`src/rtl/branch_resolve_if.sv`:
```
// Branch resolution bus: groups the comparator-side inputs and the
// redirect/stall/statistics outputs of the branch_resolve stage.
// The ID stage (or a testbench) connects through the master modport,
// branch_resolve connects through the slave modport.
interface branch_resolve_if #(
  parameter int CNT_WIDTH = 16
);

  logic                 BranchValid;
  logic                 OperandsReady;
  logic                 CmpResult;
  logic [31:0]          PCPlus4;
  logic [31:0]          Imm;
  logic                 Stall;
  logic                 Flush;
  logic                 PCSrc;
  logic [31:0]          BranchTarget;
  logic                 StallTimeout;
  logic [CNT_WIDTH-1:0] TakenCount;
  logic [CNT_WIDTH-1:0] NotTakenCount;

  modport master (
    output BranchValid,
    output OperandsReady,
    output CmpResult,
    output PCPlus4,
    output Imm,
    input  Stall,
    input  Flush,
    input  PCSrc,
    input  BranchTarget,
    input  StallTimeout,
    input  TakenCount,
    input  NotTakenCount
  );

  modport slave (
    input  BranchValid,
    input  OperandsReady,
    input  CmpResult,
    input  PCPlus4,
    input  Imm,
    output Stall,
    output Flush,
    output PCSrc,
    output BranchTarget,
    output StallTimeout,
    output TakenCount,
    output NotTakenCount
  );

endinterface

```
`src/rtl/branch_resolve.sv`:
```
// Branch resolution stage for the MIPS ID stage.
// Takes the comparator result and branch offset, computes the target,
// drives PC redirect and IF/ID flush for one cycle on a taken branch,
// stalls the front end while operands are not ready, and raises a
// sticky StallTimeout when an operand wait runs STALL_LIMIT cycles.
// Optional statistics counters are enabled with BRANCH_RESOLVE_STATS_EN;
// without it TakenCount/NotTakenCount read as 0 and have no registers.
// The CNT_WIDTH parameter must match the CNT_WIDTH of the connected bus.
module branch_resolve #(
  parameter int STALL_LIMIT = 15,
  parameter int CNT_WIDTH   = 16
) (
  input  logic           Clock,
  input  logic           Reset,
  branch_resolve_if.slave bus
);

  localparam int WAIT_W = $clog2(STALL_LIMIT + 1);

  typedef enum logic [1:0] {
    IDLE,
    WAIT_OPS,
    REDIRECT
  } StateT;

  StateT             r_state;
  StateT             w_nextState;
  logic [WAIT_W-1:0] r_waitCnt;
  logic [WAIT_W-1:0] w_waitCntNext;
  logic              w_stall;
  logic              w_taken;
  logic              w_notTaken;
  logic              w_setTimeout;
  logic [31:0]       w_target;
  logic              r_pcSrc;
  logic              r_flush;
  logic [31:0]       r_branchTarget;
  logic              r_stallTimeout;
  logic              w_unusedImm;

  // Word offset shifted to bytes; the top two offset bits fall off the
  // end and the add wraps modulo 2^32.
  assign w_target    = bus.PCPlus4 + {bus.Imm[29:0], 2'b00};
  assign w_unusedImm = &{1'b0, bus.Imm[31:30]};

  // Next-state, stall and resolution decode for the resolve FSM.
  always_comb begin
    w_nextState   = r_state;
    w_waitCntNext = r_waitCnt;
    w_stall       = 1'b0;
    w_taken       = 1'b0;
    w_notTaken    = 1'b0;
    w_setTimeout  = 1'b0;
    case (r_state)
      IDLE: begin
        if (bus.BranchValid) begin
          if (!bus.OperandsReady) begin
            w_stall       = 1'b1;
            w_nextState   = WAIT_OPS;
            w_waitCntNext = '0;
          end else if (bus.CmpResult) begin
            w_taken     = 1'b1;
            w_nextState = REDIRECT;
          end else begin
            w_notTaken = 1'b1;
          end
        end
      end
      WAIT_OPS: begin
        w_stall = !bus.OperandsReady;
        if (!bus.BranchValid) begin
          w_nextState = IDLE;
        end else if (bus.OperandsReady) begin
          if (bus.CmpResult) begin
            w_taken     = 1'b1;
            w_nextState = REDIRECT;
          end else begin
            w_notTaken  = 1'b1;
            w_nextState = IDLE;
          end
        end else begin
          if (r_waitCnt != WAIT_W'(STALL_LIMIT)) begin
            w_waitCntNext = r_waitCnt + 1'b1;
          end
          if (w_waitCntNext == WAIT_W'(STALL_LIMIT)) begin
            w_setTimeout = 1'b1;
          end
        end
      end
      REDIRECT: begin
        w_nextState = IDLE;
      end
      default: begin
        w_nextState = IDLE;
      end
    endcase
  end

  // State register and operand-wait counter.
  always_ff @(posedge Clock) begin
    if (Reset) begin
      r_state   <= IDLE;
      r_waitCnt <= '0;
    end else begin
      r_state   <= w_nextState;
      r_waitCnt <= w_waitCntNext;
    end
  end

  // Registered redirect outputs; target holds between taken branches.
  always_ff @(posedge Clock) begin
    if (Reset) begin
      r_pcSrc        <= 1'b0;
      r_flush        <= 1'b0;
      r_branchTarget <= '0;
      r_stallTimeout <= 1'b0;
    end else begin
      r_pcSrc <= w_taken;
      r_flush <= w_taken;
      if (w_taken) begin
        r_branchTarget <= w_target;
      end
      if (w_setTimeout) begin
        r_stallTimeout <= 1'b1;
      end
    end
  end

  assign bus.Stall        = w_stall;
  assign bus.PCSrc        = r_pcSrc;
  assign bus.Flush        = r_flush;
  assign bus.BranchTarget = r_branchTarget;
  assign bus.StallTimeout = r_stallTimeout;

`ifdef BRANCH_RESOLVE_STATS_EN
  logic [CNT_WIDTH-1:0] r_takenCount;
  logic [CNT_WIDTH-1:0] r_notTakenCount;

  // Wrapping taken / not-taken resolution counters.
  always_ff @(posedge Clock) begin
    if (Reset) begin
      r_takenCount    <= '0;
      r_notTakenCount <= '0;
    end else begin
      if (w_taken) begin
        r_takenCount <= r_takenCount + 1'b1;
      end
      if (w_notTaken) begin
        r_notTakenCount <= r_notTakenCount + 1'b1;
      end
    end
  end

  assign bus.TakenCount    = r_takenCount;
  assign bus.NotTakenCount = r_notTakenCount;
`else
  assign bus.TakenCount    = '0;
  assign bus.NotTakenCount = '0;
`endif

endmodule

```
`src/flat_wrapper.sv`:
```
// flat-port wrapper written by rule: the top's interface ports become plain ports
module branch_resolve_flat 
#(
  parameter int STALL_LIMIT = 15,
  parameter int CNT_WIDTH   = 16
)
  (Clock, Reset, bus_BranchValid, bus_OperandsReady, bus_CmpResult, bus_PCPlus4, bus_Imm, bus_Stall, bus_Flush, bus_PCSrc, bus_BranchTarget, bus_StallTimeout, bus_TakenCount, bus_NotTakenCount);
  branch_resolve_if #(.CNT_WIDTH(CNT_WIDTH)) bus_i ();
  input  logic Clock;
  input  logic Reset;
  input wire logic [$bits(bus_i.BranchValid)-1:0] bus_BranchValid;
  input wire logic [$bits(bus_i.OperandsReady)-1:0] bus_OperandsReady;
  input wire logic [$bits(bus_i.CmpResult)-1:0] bus_CmpResult;
  input wire logic [$bits(bus_i.PCPlus4)-1:0] bus_PCPlus4;
  input wire logic [$bits(bus_i.Imm)-1:0] bus_Imm;
  output wire logic [$bits(bus_i.Stall)-1:0] bus_Stall;
  output wire logic [$bits(bus_i.Flush)-1:0] bus_Flush;
  output wire logic [$bits(bus_i.PCSrc)-1:0] bus_PCSrc;
  output wire logic [$bits(bus_i.BranchTarget)-1:0] bus_BranchTarget;
  output wire logic [$bits(bus_i.StallTimeout)-1:0] bus_StallTimeout;
  output wire logic [$bits(bus_i.TakenCount)-1:0] bus_TakenCount;
  output wire logic [$bits(bus_i.NotTakenCount)-1:0] bus_NotTakenCount;
  assign bus_i.BranchValid = bus_BranchValid;
  assign bus_i.OperandsReady = bus_OperandsReady;
  assign bus_i.CmpResult = bus_CmpResult;
  assign bus_i.PCPlus4 = bus_PCPlus4;
  assign bus_i.Imm = bus_Imm;
  assign bus_Stall = bus_i.Stall;
  assign bus_Flush = bus_i.Flush;
  assign bus_PCSrc = bus_i.PCSrc;
  assign bus_BranchTarget = bus_i.BranchTarget;
  assign bus_StallTimeout = bus_i.StallTimeout;
  assign bus_TakenCount = bus_i.TakenCount;
  assign bus_NotTakenCount = bus_i.NotTakenCount;
  branch_resolve #(.STALL_LIMIT(STALL_LIMIT), .CNT_WIDTH(CNT_WIDTH)) u_core (.Clock(Clock), .Reset(Reset), .bus(bus_i));
endmodule
```
`config.mk`:
```
export PLATFORM = sky130hd
export DESIGN_NAME = branch_resolve_flat
export DESIGN_NICKNAME = d
export VERILOG_FILES = /design/src/rtl/branch_resolve_if.sv /design/src/rtl/branch_resolve.sv /design/src/flat_wrapper.sv
export SDC_FILE = /design/constraint.sdc
export NUM_CORES = 1
export LEC_CHECK = 0
export BUFFER_PORTS_ARGS = -buffer_cell sky130_fd_sc_hd__buf_4
export CORE_MARGIN = 4
export CORE_UTILIZATION = 53
export DETAILED_ROUTE_END_ITERATION = 7
export PLACE_DENSITY = 0.87
export SYNTH_ARGS = -nofsm -noshare
export SYNTH_HDL_FRONTEND = slang
export SYNTH_SLANG_ARGS = --single-unit
export TNS_END_PERCENT = 50
```
`constraint.sdc`:
```
create_clock -name Clock -period 5.1 [get_ports Clock]
set_input_delay 0.51 -clock Clock [delete_from_list [all_inputs] [get_ports Clock]]
set_output_delay 0.51 -clock Clock [all_outputs]
set_load 0.03 [all_outputs]
```
==> flow_summary.yaml <==
cts:
  insertion_delay_ns: 0.29
  cts_tree: "built"
  ctsHtreeMaxLevel: 2
  cts_buffer_depth: 2
  post_cts_buffers: 0
  cts_root_buf: "clkbuf_8"
  cts.sinks: 40
  cts-resized-gates: 0
  cts_made_buffers: 5
  cts.reportedPaths.clkPinSlew_ns: 0.07
  ctsHoldBuffers: 0
layout:
  n_fill_cell: 531
  design_area_mm2: 0.00416
  utilization: 0.691
  nets: 633
  num_antenna_cells: 0
  drive_gt1_frac: 0.228
  syn2layout_area_growth_pct: 23.7
  seqCellArea_um2: 801
  multi_input_area_mm2: 0.00233
synthesis:
  synth_compound_area_frac: 0.269
  synthAdderAreaFrac: 0.118
  synthCells: 440
  synth.top_cell.area_share: 0.238
  synth_top_area_cell: "dfxtp_1"
  muxShareOfSynthArea: 0.00893
  synth-xor-area-share: 0.0495
  yosys.area_share.simple: 0.212
  synthTopCellsByArea: "dfxtp_1 24%, ha_1 11%, buf_4 7.4%"
  async_flop_share: 0
  syn-cell-area_mm2: 0.00336
  synthFlopType: "dfxtp_1"
  yosysMostFrequentCell: "nand2_1"
  ys_warn_count: 0
  seq_area_frac_synth: 0.238
  ys_top_cells_by_count: "65 x nand2_1, 42 x a21oi_1, 40 x dfxtp_1, 33 x buf_4, 30 x ha_1"
  synth_edf_count: 0
  yosys.cell_types.count: 61
  synth_top_family_by_area: "compound AO/OA/AOI/OAI gates"
  avgSynthCellArea_um2: 7.65
  synth-seq-cells: 40
placed_design:
  gp_congestion: 0.853
  dp_slack_ns: 2.01
  place_area_mm2: 0.00404
  place_hpwl_mm: 7.33
  numPortBuffers: 102
setup_path:
  crit_required_ns: 5.28
  r2r_start: "u_core.r_state[1]"
  worst-path-max-fanout: 6
  cp_slowest_stage_delay_ns: 0.48
  path_cells: "buf_4 -> ha_1 -> fa_1 -> a21o_1 -> a221oi_2 -> nand3b_1 -> a31oi_2 -> o31ai_4 -> o21ai_2 -> a221o_1"
  slowest_stage: "a221oi_2"
  r2r-end: "u_core.bus.BranchTarget[29]"
  crit_path_end_kind: "flip-flop"
  criticalPathCategory: "input port to flip-flop"
  cp.arrival_ns: 2.99
  worstSetupStartpointType: "input port"
  worst_r2r_path_depth: 6
  reg2reg_slack_ns: 2.55
detailed_routing:
  route.detailed.drc: 0
  wl_per_cell_um: 14.9
  routed_wl_mm: 9.07
  vias: 3494
  firstDrtPassIters: 5
  drt_first_iter_violations: 254
  ant_nets: 0
  viasPerCell: 5.74
pwr:
  ir_drop_v: 0.000165
  p_int_w: 0.000631
  p_sw_w: 0.000346
  p_total_w: 0.000977
  p_leak_nw: 1.90
  clockPowerShare: 0.278
  p_seq_frac: 0.342
  switching_share: 0.354
  p_comb_frac: 0.380
  p_per_area_mw_per_mm2: 235
floorplan:
  start_util: 0.558
  core_mm2: 0.00603
  dieArea_mm2: 0.00769
  rows: 28
  dieHeight_um: 87.7
  chipWidth_um: 87.7
  ios: 137
global_routing:
  gr-usage-met1: 0.304
  track_usage: 0.230
  use_met2: 0.393
  antenna_found_initial: 0
  met3_usage: 0.0339
  grt_pass1_vias: 3229
  grt_start_max_net_pins: 28
  busiest_layer: "met2"
  overflow: 0
  grt_pass1_wl_mm: 14.6
timing:
  worst_pin_slew_ns: 0.916
  period_minus_slack_ns: 2.81
  finClkSkew_ns: 0.00438
  timing.slew.headroom: 0.389
  max_freq_mhz: 356
  rsz0062_at_grt: "no"
  fin_ws_ns: 2.29
  post-route-period-util: 0.550
  slew_violations: 0
  finalHoldViolations: 0
  setup_tns_ns: 0
  setup_viol_count_final: 0
flow_run:
  drv_cap: 0
min_path:
  holdPathStages: 2
  hold_path.class: "flip-flop to flip-flop"
  holdPathEnd: "u_core.bus.BranchTarget[22]"
  hold_start: "u_core.bus.BranchTarget[22]"
status:
  status: "finished clean"
## critical path, delay by kind of cell
kind | cells | cell delay, ns
AOI/OAI and AO/OA | 6 | 1.54
adders and majority gates | 2 | 0.61
and+or+nand+nor | 1 | 0.20
buffers and inverters | 1 | 0.11
## worst max-delay path by stage
stage               startpoint  depth (start not counted)  slack, ns                           to
CTS                 bus_Imm[0]                         10       2.30  u_core.bus.BranchTarget[28]
finish              bus_Imm[0]                         10       2.29  u_core.bus.BranchTarget[28]
global route        bus_Imm[8]                          9       2.16  u_core.bus.BranchTarget[31]
floorplan           bus_Imm[0]                          9       2.35  u_core.bus.BranchTarget[28]
detailed placement  bus_Imm[0]                         10       2.01  u_core.bus.BranchTarget[28]
global placement    bus_Imm[0]                         10       2.04  u_core.bus.BranchTarget[28]
## stage by stage
stage,hold slack (ns),std cells
5_1_grt,0.473,609
3_5_place_dp,0.445,601
2_1_floorplan,0.478,471
3_3_place_gp,0.439,601
6_report,0.454,609
4_1_cts,0.455,609
## layout by cell type (no fill, tap or decap), drive strengths merged, types with 2 or more instances in the layout
cell	n
ha	30
clkinv	2
o31ai	3
o211ai	6
conb	32
nand4	9
a211oi	6
a221o	2
nor2	27
nor2b	6
or3	5
clkbuf	6
a32oi	2
o22ai	2
nand3	20
xor2	5
inv	12
a21oi	43
and3	4
o21a	4
o21ai	25
a22oi	2
dfxtp	40
buf	102
a21o	13
mux2i	3
o21bai	5
a31oi	5
nand2	65
a41oi	2
xnor2	14
nor3	9
## sequential cells by signal (all words and copies together) (netlist names)
name / cells
u_core.r_waitCnt: 4
u_core.bus.StallTimeout: 1
u_core.bus.BranchTarget: 32
u_core.r_state: 2
u_core.bus.PCSrc: 1
## per-layer routing
metal / part of all wire / wire [um]
met1: 0.41 / 3690
met2: 0.50 / 4500
met3: 0.075 / 676
met4: 0.022 / 196
met5: 0 / 0
## cell type report
type	instances	area share
Clock inverter	2	0.00932
Inverter	13	0.0117
Clock buffer	6	0.0198
Tap cell	75	0.0225
Multi-Input combinational cell	371	0.560
Timing Repair Buffer	102	0.184
Sequential cell	40	0.192
## cell families (layout without fill, tap and decap cells)
family,Yosys count,after routing
buffers and inverters,60,123
XOR/XNOR,19,19
multiplexers,3,3
AND/OR/NAND/NOR,154,154
other,1,32
adder cells (fa/ha/maj),31,31
flip-flops,40,40
AO/OA/AOI/OAI,132,132
## power by group through the flow
stage          Combinational, W  Clock [W]  Sequential [W]
2_1_floorplan          0.000250          0        0.000366
3_3_place_gp           0.000359          0        0.000341
3_5_place_dp           0.000366          0        0.000342
4_1_cts                0.000367   0.000273        0.000334
5_1_grt                0.000406   0.000286        0.000336
6_report               0.000371   0.000272        0.000335
Note: power is estimated with default switching activity, not from simulation.
